[config.mk]
export PLATFORM = sky130hd
export DESIGN_NAME = otter_pipe_ctrl
export DESIGN_NICKNAME = d
export VERILOG_FILES = /design/src/rtl/otter_pipe_ctrl.sv
export SDC_FILE = /design/constraint.sdc
export NUM_CORES = 1
export LEC_CHECK = 0
export ABC_AREA = 1
export BUFFER_PORTS_ARGS = -buffer_cell sky130_fd_sc_hd__buf_2
export CORE_MARGIN = 2
export CORE_UTILIZATION = 30
export DETAILED_ROUTE_END_ITERATION = 10
export MAX_ROUTING_LAYER = met4
export SETUP_SLACK_MARGIN = 0.5
export SLEW_MARGIN = 20
export SYNTH_ARGS = -nofsm -noshare
export SYNTH_HDL_FRONTEND = slang
export SYNTH_SLANG_ARGS = --single-unit
[constraint.sdc]
create_clock -name CLK -period 1.4 [get_ports CLK]
set_input_delay 0.21 -clock CLK [delete_from_list [all_inputs] [get_ports CLK]]
set_output_delay 0.21 -clock CLK [all_outputs]
set_load 0.03 [all_outputs]
[src/rtl/otter_pipe_ctrl.sv]
// OTTER 5-stage pipeline sequencing: stage valid bits, load-use / redirect
// hazard control, and the interrupt entry sequence (sync, drain, mtvec).
module otter_pipe_ctrl #(
  parameter int SYNC_STAGES = 2
) (
  input  logic        CLK,
  input  logic        RESET_N,
  input  logic        PROG_RESET,
  input  logic        INTR,
  input  logic        MIE,
  input  logic [31:0] FETCH_PC,
  input  logic [31:0] DE_PC,
  input  logic [4:0]  DE_RS1_ADDR,
  input  logic [4:0]  DE_RS2_ADDR,
  input  logic        DE_RS1_USED,
  input  logic        DE_RS2_USED,
  input  logic [31:0] EX_PC,
  input  logic [4:0]  EX_RD_ADDR,
  input  logic        EX_MEM_READ,
  input  logic        EX_REDIRECT,
  output logic        PC_WRITE,
  output logic        IF_ID_WRITE,
  output logic        DE_EX_BUBBLE,
  output logic        INT_TAKEN,
  output logic [31:0] EPC,
  output logic        V_DE,
  output logic        V_EX,
  output logic        V_MEM,
  output logic        V_WB
);
  localparam int STAGES = 3;

  typedef enum logic [1:0] {IDLE, DRAIN, TAKE} state_t;

  state_t                 state, state_nxt;
  logic [STAGES:0]        vld_pipe;  // [0]=DE, [1]=EX, [2]=MEM, [3]=WB
  logic [SYNC_STAGES-1:0] sync;
  logic [31:0]            epc_q;
  logic                   int_sync, pending, hazard, stall, redirect, accept, v_de_nxt;
  logic                   unused_ex_pc;

  // EX_PC is part of the datapath-facing interface but not needed for control.
  assign unused_ex_pc = ^EX_PC;

  assign int_sync = sync[SYNC_STAGES-1];
  assign {V_WB, V_MEM, V_EX, V_DE} = vld_pipe;
  assign EPC = epc_q;

  assign hazard   = (DE_RS1_USED && (DE_RS1_ADDR == EX_RD_ADDR)) ||
                    (DE_RS2_USED && (DE_RS2_ADDR == EX_RD_ADDR));
  assign stall    = V_EX && EX_MEM_READ && (EX_RD_ADDR != '0) && V_DE && hazard;
  // Outside IDLE EX only ever holds a bubble; redirect is masked defensively.
  assign redirect = (state == IDLE) && V_EX && EX_REDIRECT;
  assign accept   = (state == IDLE) && pending && !stall && !redirect;

  always_comb begin
    state_nxt    = state;
    PC_WRITE     = 1'b1;
    IF_ID_WRITE  = !stall;
    DE_EX_BUBBLE = 1'b0;
    INT_TAKEN    = 1'b0;
    v_de_nxt     = 1'b1;
    unique case (state)
      IDLE: begin
        PC_WRITE     = !stall || redirect;
        DE_EX_BUBBLE = stall || redirect;
        if (redirect) begin
          v_de_nxt = 1'b0;
        end else if (accept) begin
          state_nxt    = DRAIN;
          PC_WRITE     = 1'b0;
          DE_EX_BUBBLE = 1'b1;
          v_de_nxt     = 1'b0;
        end else if (stall) begin
          v_de_nxt = V_DE;
        end
      end
      DRAIN: begin
        PC_WRITE     = 1'b0;
        DE_EX_BUBBLE = 1'b1;
        v_de_nxt     = 1'b0;
        if (!V_MEM && !V_WB) state_nxt = TAKE;
      end
      TAKE: begin
        INT_TAKEN = 1'b1;
        v_de_nxt  = 1'b0;
        state_nxt = IDLE;
      end
      default: state_nxt = IDLE;
    endcase
  end

  always_ff @(posedge CLK or negedge RESET_N) begin
    if (!RESET_N) begin
      state    <= IDLE;
      sync     <= '0;
      pending  <= 1'b0;
      vld_pipe <= '0;
      epc_q    <= '0;
    end else if (PROG_RESET) begin
      state    <= IDLE;
      sync     <= '0;
      pending  <= 1'b0;
      vld_pipe <= '0;
      epc_q    <= '0;
    end else begin
      state    <= state_nxt;
      sync     <= {sync[SYNC_STAGES-2:0], INTR};
      // Clear by INT_TAKEN wins over a same-cycle set.
      pending  <= (pending || (int_sync && MIE)) && !INT_TAKEN;
      vld_pipe <= {vld_pipe[STAGES-1:1], V_DE && !DE_EX_BUBBLE, v_de_nxt};
      if (accept) epc_q <= V_DE ? DE_PC : FETCH_PC;
    end
  end
endmodule

Word level (Yosys, flattened, before mapping)

Index checks and enable logic that the tools add are counted.

Eq/ne operators: 8
Muxes and demuxes: 22
Reductions and logical operators: 30

Operator list:

| operator                                      | number |
|---|---|
| two-way mux 32 bit                            | 3 |
| logical AND 1 bit                             | 15 |
| == test 5 bit                                 | 2 |
| two-way mux 2 bit                             | 5 |
| two-way mux 1 bit                             | 9 |
| != test 3 bit, second input constant          | 3 |
| zero test 1 bit                               | 6 |
| case mux 1 bit (2 select lines)               | 3 |
| != test 5 bit, second input constant          | 1 |
| nonzero test 5 bit                            | 1 |
| logical OR 1 bit                              | 4 |
| two-way mux 4 bit                             | 1 |
| case mux 2 bit (2 select lines)               | 1 |
| AND reduction 3 bit                           | 1 |
| == test 2 x 1 -> 1 bit, second input constant | 1 |
| == test 2 bit, second input constant          | 1 |
| zero test 2 bit                               | 1 |
| nonzero test 2 bit                            | 1 |
| OR reduction 2 bit                            | 1 |

Register bits after elaboration: 41
Input port bits: 120

Logic depth before layout (Yosys ltp)

Word-level depth: 13
Depth in mapped cells: 13
Gate-level depth less buffers: 13

Least setup slack after synthesis

OpenSTA, ideal clock, no wires.

Path kind: register -> output
From: register state[0]
To: output port PC_WRITE
Arrival time: 1.334 ns
Data required time: 1.190 ns
Slack: -0.144 ns
Stages on the path, launching flop included: 8
Path buffers: 0
Cell sequence: dfrtp_1 inv_1 ha_1 nand3_1 nand3_1 nand2_1 o21ai_0 nand2_1

Cells in the longest elaborated chain, start to end: 8
Elaborated cells between the ends (all ways): 12
Those cells by class: eq/ne: 1; mux: 3; reduce/logical: 8

Ends and longest elaborated chain:

| element                           | line       | RTL |
|---|---|---|
| from (decl)                       | 35         | `state_t state, state_nxt;` |
| from (signal assigned)            | 107        | `state <= state_nxt;` |
| zero test 2 bit                   | 53, 54, 63 |  |
| logical AND 1 bit (2 in series)   | 53         | `assign redirect = (state == IDLE) && V_EX && EX_REDIRECT;` |
| zero test 1 bit                   | 54         | `assign accept = (state == IDLE) && pending && !stall && !redirect;` |
| logical AND 1 bit                 | 54         |  |
| two-way mux 1 bit                 | 69         | `end else if (accept) begin` |
| two-way mux 1 bit                 | 67         | `if (redirect) begin` |
| case mux 1 bit (2 select lines) * | 63         | `unique case (state)` |
| to (decl)                         | 21         | `output logic PC_WRITE,` |

Every way passes the cells marked *; elsewhere a longest branch is shown, timed or not.

Worst setup path in the final report

From: register state[1]
To: output port PC_WRITE

The elaborated chain is that of the path after synthesis.

==> flow_summary.ini <==
[cells_and_area]
nFillCells = 714
multi_input_area_sq_mm = 0.00133
antenna_cells = 0
area_growth_pct = 78.0
final_common_cell = nand2_1
finalNetCount = 611
final_core_util = 0.555
layout.cells.non_filler = 590
drive_gt1_frac = 0.506
seq_area_sq_mm = 0.00103
final_cell_mix = 96 x nand2_1, 87 x buf_2, 49 x buf_6

[routing]
num_vias = 2707
drcViolationCount = 0
first_pass_iters = 4
routedWlPerCell_microns = 13.9
drt_iter0_drc = 76
antenna_left = 0
wl_microns = 8180
post_drt_via_cell_ratio = 4.59

[pwr]
peakVddDrop_v = 0.000562
total_power_w = 0.00563
leakage_nw = 2.26
powerDensity_mw_per_mm2 = 1300

[outcome]
violations = hold timing, setup timing
status = finished with violations

[yosys]
syn_area_sq_mm = 0.00242
synth-compound-area-share = 0.181
syn_avg_cell_area_sq_um = 7.62
syn_inst = 318
yosys_warnings = 0
synthSimpleGateAreaFrac = 0.287
synthMuxAreaShare = 0
seq_area_frac_synth = 0.423
synth_xor_area_frac = 0
synth_adder_area_share = 0.0207
syn_nets = 442
synth_top_family_by_area = simple AND/OR/NAND/NOR gates
ys_ff_latch = 41
ys_types = 20

[run]
maxCapViolCount = 0

[setup_path]
crit_required_ns = 1.19
startpoint_type = register
path_max_fanout = 4
path_class = register to primary output
endpoint_kind = primary output
arrival_ns = 1.44

[timing]
maxSlewViolCount = 0
finalCriticalPeriod_ns = 1.65
layout_setup_ws_ns = -0.249
rsz0062_at_grt = yes
tightest_slew_ns = 0.531
finalSetupViolations = 35
maxSlewHeadroom = 0.646
finalHoldViolCount = 20
max_freq_mhz = 606
whs_ns = -0.113
fin_skew_ns = 0.00885
fin_crit_sh = 1.18

[placed_design]
hpwl_microns = 5030
preCtsSetupSlack_ns = -0.144
numPortBuffers = 127
gp_congestion = 0.802
dp.cells = 545

[global_routing]
grt_pass1_vias = 2615
grt_usage = 0.185
antenna_found_initial = 0
grt_overflow_total = 0
grt_pass1_wl_microns = 12600
grt_max_degree = 40

[cts]
cts_tree = built
cts.sinks = 41
htreeDepth = 2
root_buffer = clkbuf_8
path_clk_slew_ns = 0.08
cts_buffers = 5
clock_latency_ns = 0.29
max-clock-path-buffers = 2

[floorplanning]
ios = 160
die_x_microns = 93.9
die_height_microns = 93.9
core_area_sq_mm = 0.00777
start_util = 0.312
num_rows = 32
die-area_sq_mm = 0.00881

[min_path]
hp-class = primary input to asynchronous set/reset pin
layer usage:
metal,wire length (microns),global-route usage,share of wire,vias to the layer above
met3,318,0.0305,0.039,6
li1,-,-,-,1365
met5,0,-,0,-
met1,3440,0.224,0.42,1269
met4,82,0.0399,0.010,0
met2,4340,0.324,0.53,67
timing repair:
action	in CTS	in global routing
cloned	4	3
setup buffers	21	9
hold endpoints to repair	20	20
setup endpoints to repair	77	77
pin swaps	8	5
gates resized for setup	110	17
flip-flops by register name, indices dropped and copies added, names as in the netlist:
register	count
vld_pipe	4
state	2
sync	2
pending	1
EPC	32
area by class of cell:
type,instances,area share
Sequential cell,41,0.238
Multi-Input combinational cell,230,0.309
Clock inverter,2,0.00870
Tap cell,102,0.0296
Timing Repair Buffer,180,0.366
Clock buffer,6,0.0191
Inverter,29,0.0290
where the power goes:
part	total [W]	leakage [nW]	internal, W	switching (W)
registers	0.00137	0.562	0.00129	0.0000767
clock network	0.00102	0.0574	0.000580	0.000435
logic	0.00324	1.64	0.00161	0.00163
through the flow:
| step | TNS [ns] | cell area (sq um) |
|---|---|---|
| floorplan | 0 | 2470 |
| global placement | -0.886 | 3320 |
| finish | -4.82 | 4310 |
| CTS | -4.70 | 4100 |
| global route | -7.67 | 4310 |
| detailed placement | -2.29 | 3320 |
synthesized netlist by cell type, drive strengths merged:
library cell	number	share of area
a21oi	13	0.027
and3	1	0.0026
buf	8	0.028
clkbuf	10	0.015
dfrtp	41	0.42
ha	4	0.021
inv	29	0.045
nand2	103	0.16
nand3	26	0.059
nand4	2	0.0052
nor2	36	0.056
nor3	1	0.0021
o21a	1	0.0031
o21ai	23	0.047
o31ai	20	0.10
worst max-delay path: stages (launching register included):
cell and delay [ns]:
dfrtp_1 0.40, inv_2 0.09, ha_4 0.17, nand3_4 0.07
nand3_2 0.07, nand2_2 0.07, o21ai_2 0.07, nand2_2 0.07
buf_6 0.14
kinds of logic after synthesis:
| logic type | after synthesis |
|---|---|
| AO/OA/AOI/OAI | 57 |
| adder cells (fa/ha/maj) | 4 |
| buffers and inverters | 47 |
| flip-flops | 41 |
| AND/OR/NAND/NOR | 169 |
final timing paths:
path | startpoint | end | slack (ns) | depth (start not counted)
worst max-delay path | state[1]$_DFFE_PN0P_ | PC_WRITE | -0.25 | 8
max in group asynchronous | RESET_N | EPC[2]$_DFFE_PN0P_ | 1.01 | 2
worst max register to register | state[1]$_DFFE_PN0P_ | EPC[0]$_DFFE_PN0P_ | -0.19 | 9
worst min register to register | sync[0]$_DFF_PN0_ | sync[1]$_DFF_PN0_ | 0.47 | 2
worst min-delay path | RESET_N | EPC[13]$_DFFE_PN0P_ | -0.11 | 1
min in group CLK | INTR | sync[0]$_DFF_PN0_ | 0.12 | 3
Power figures use the tool's default switching activity.
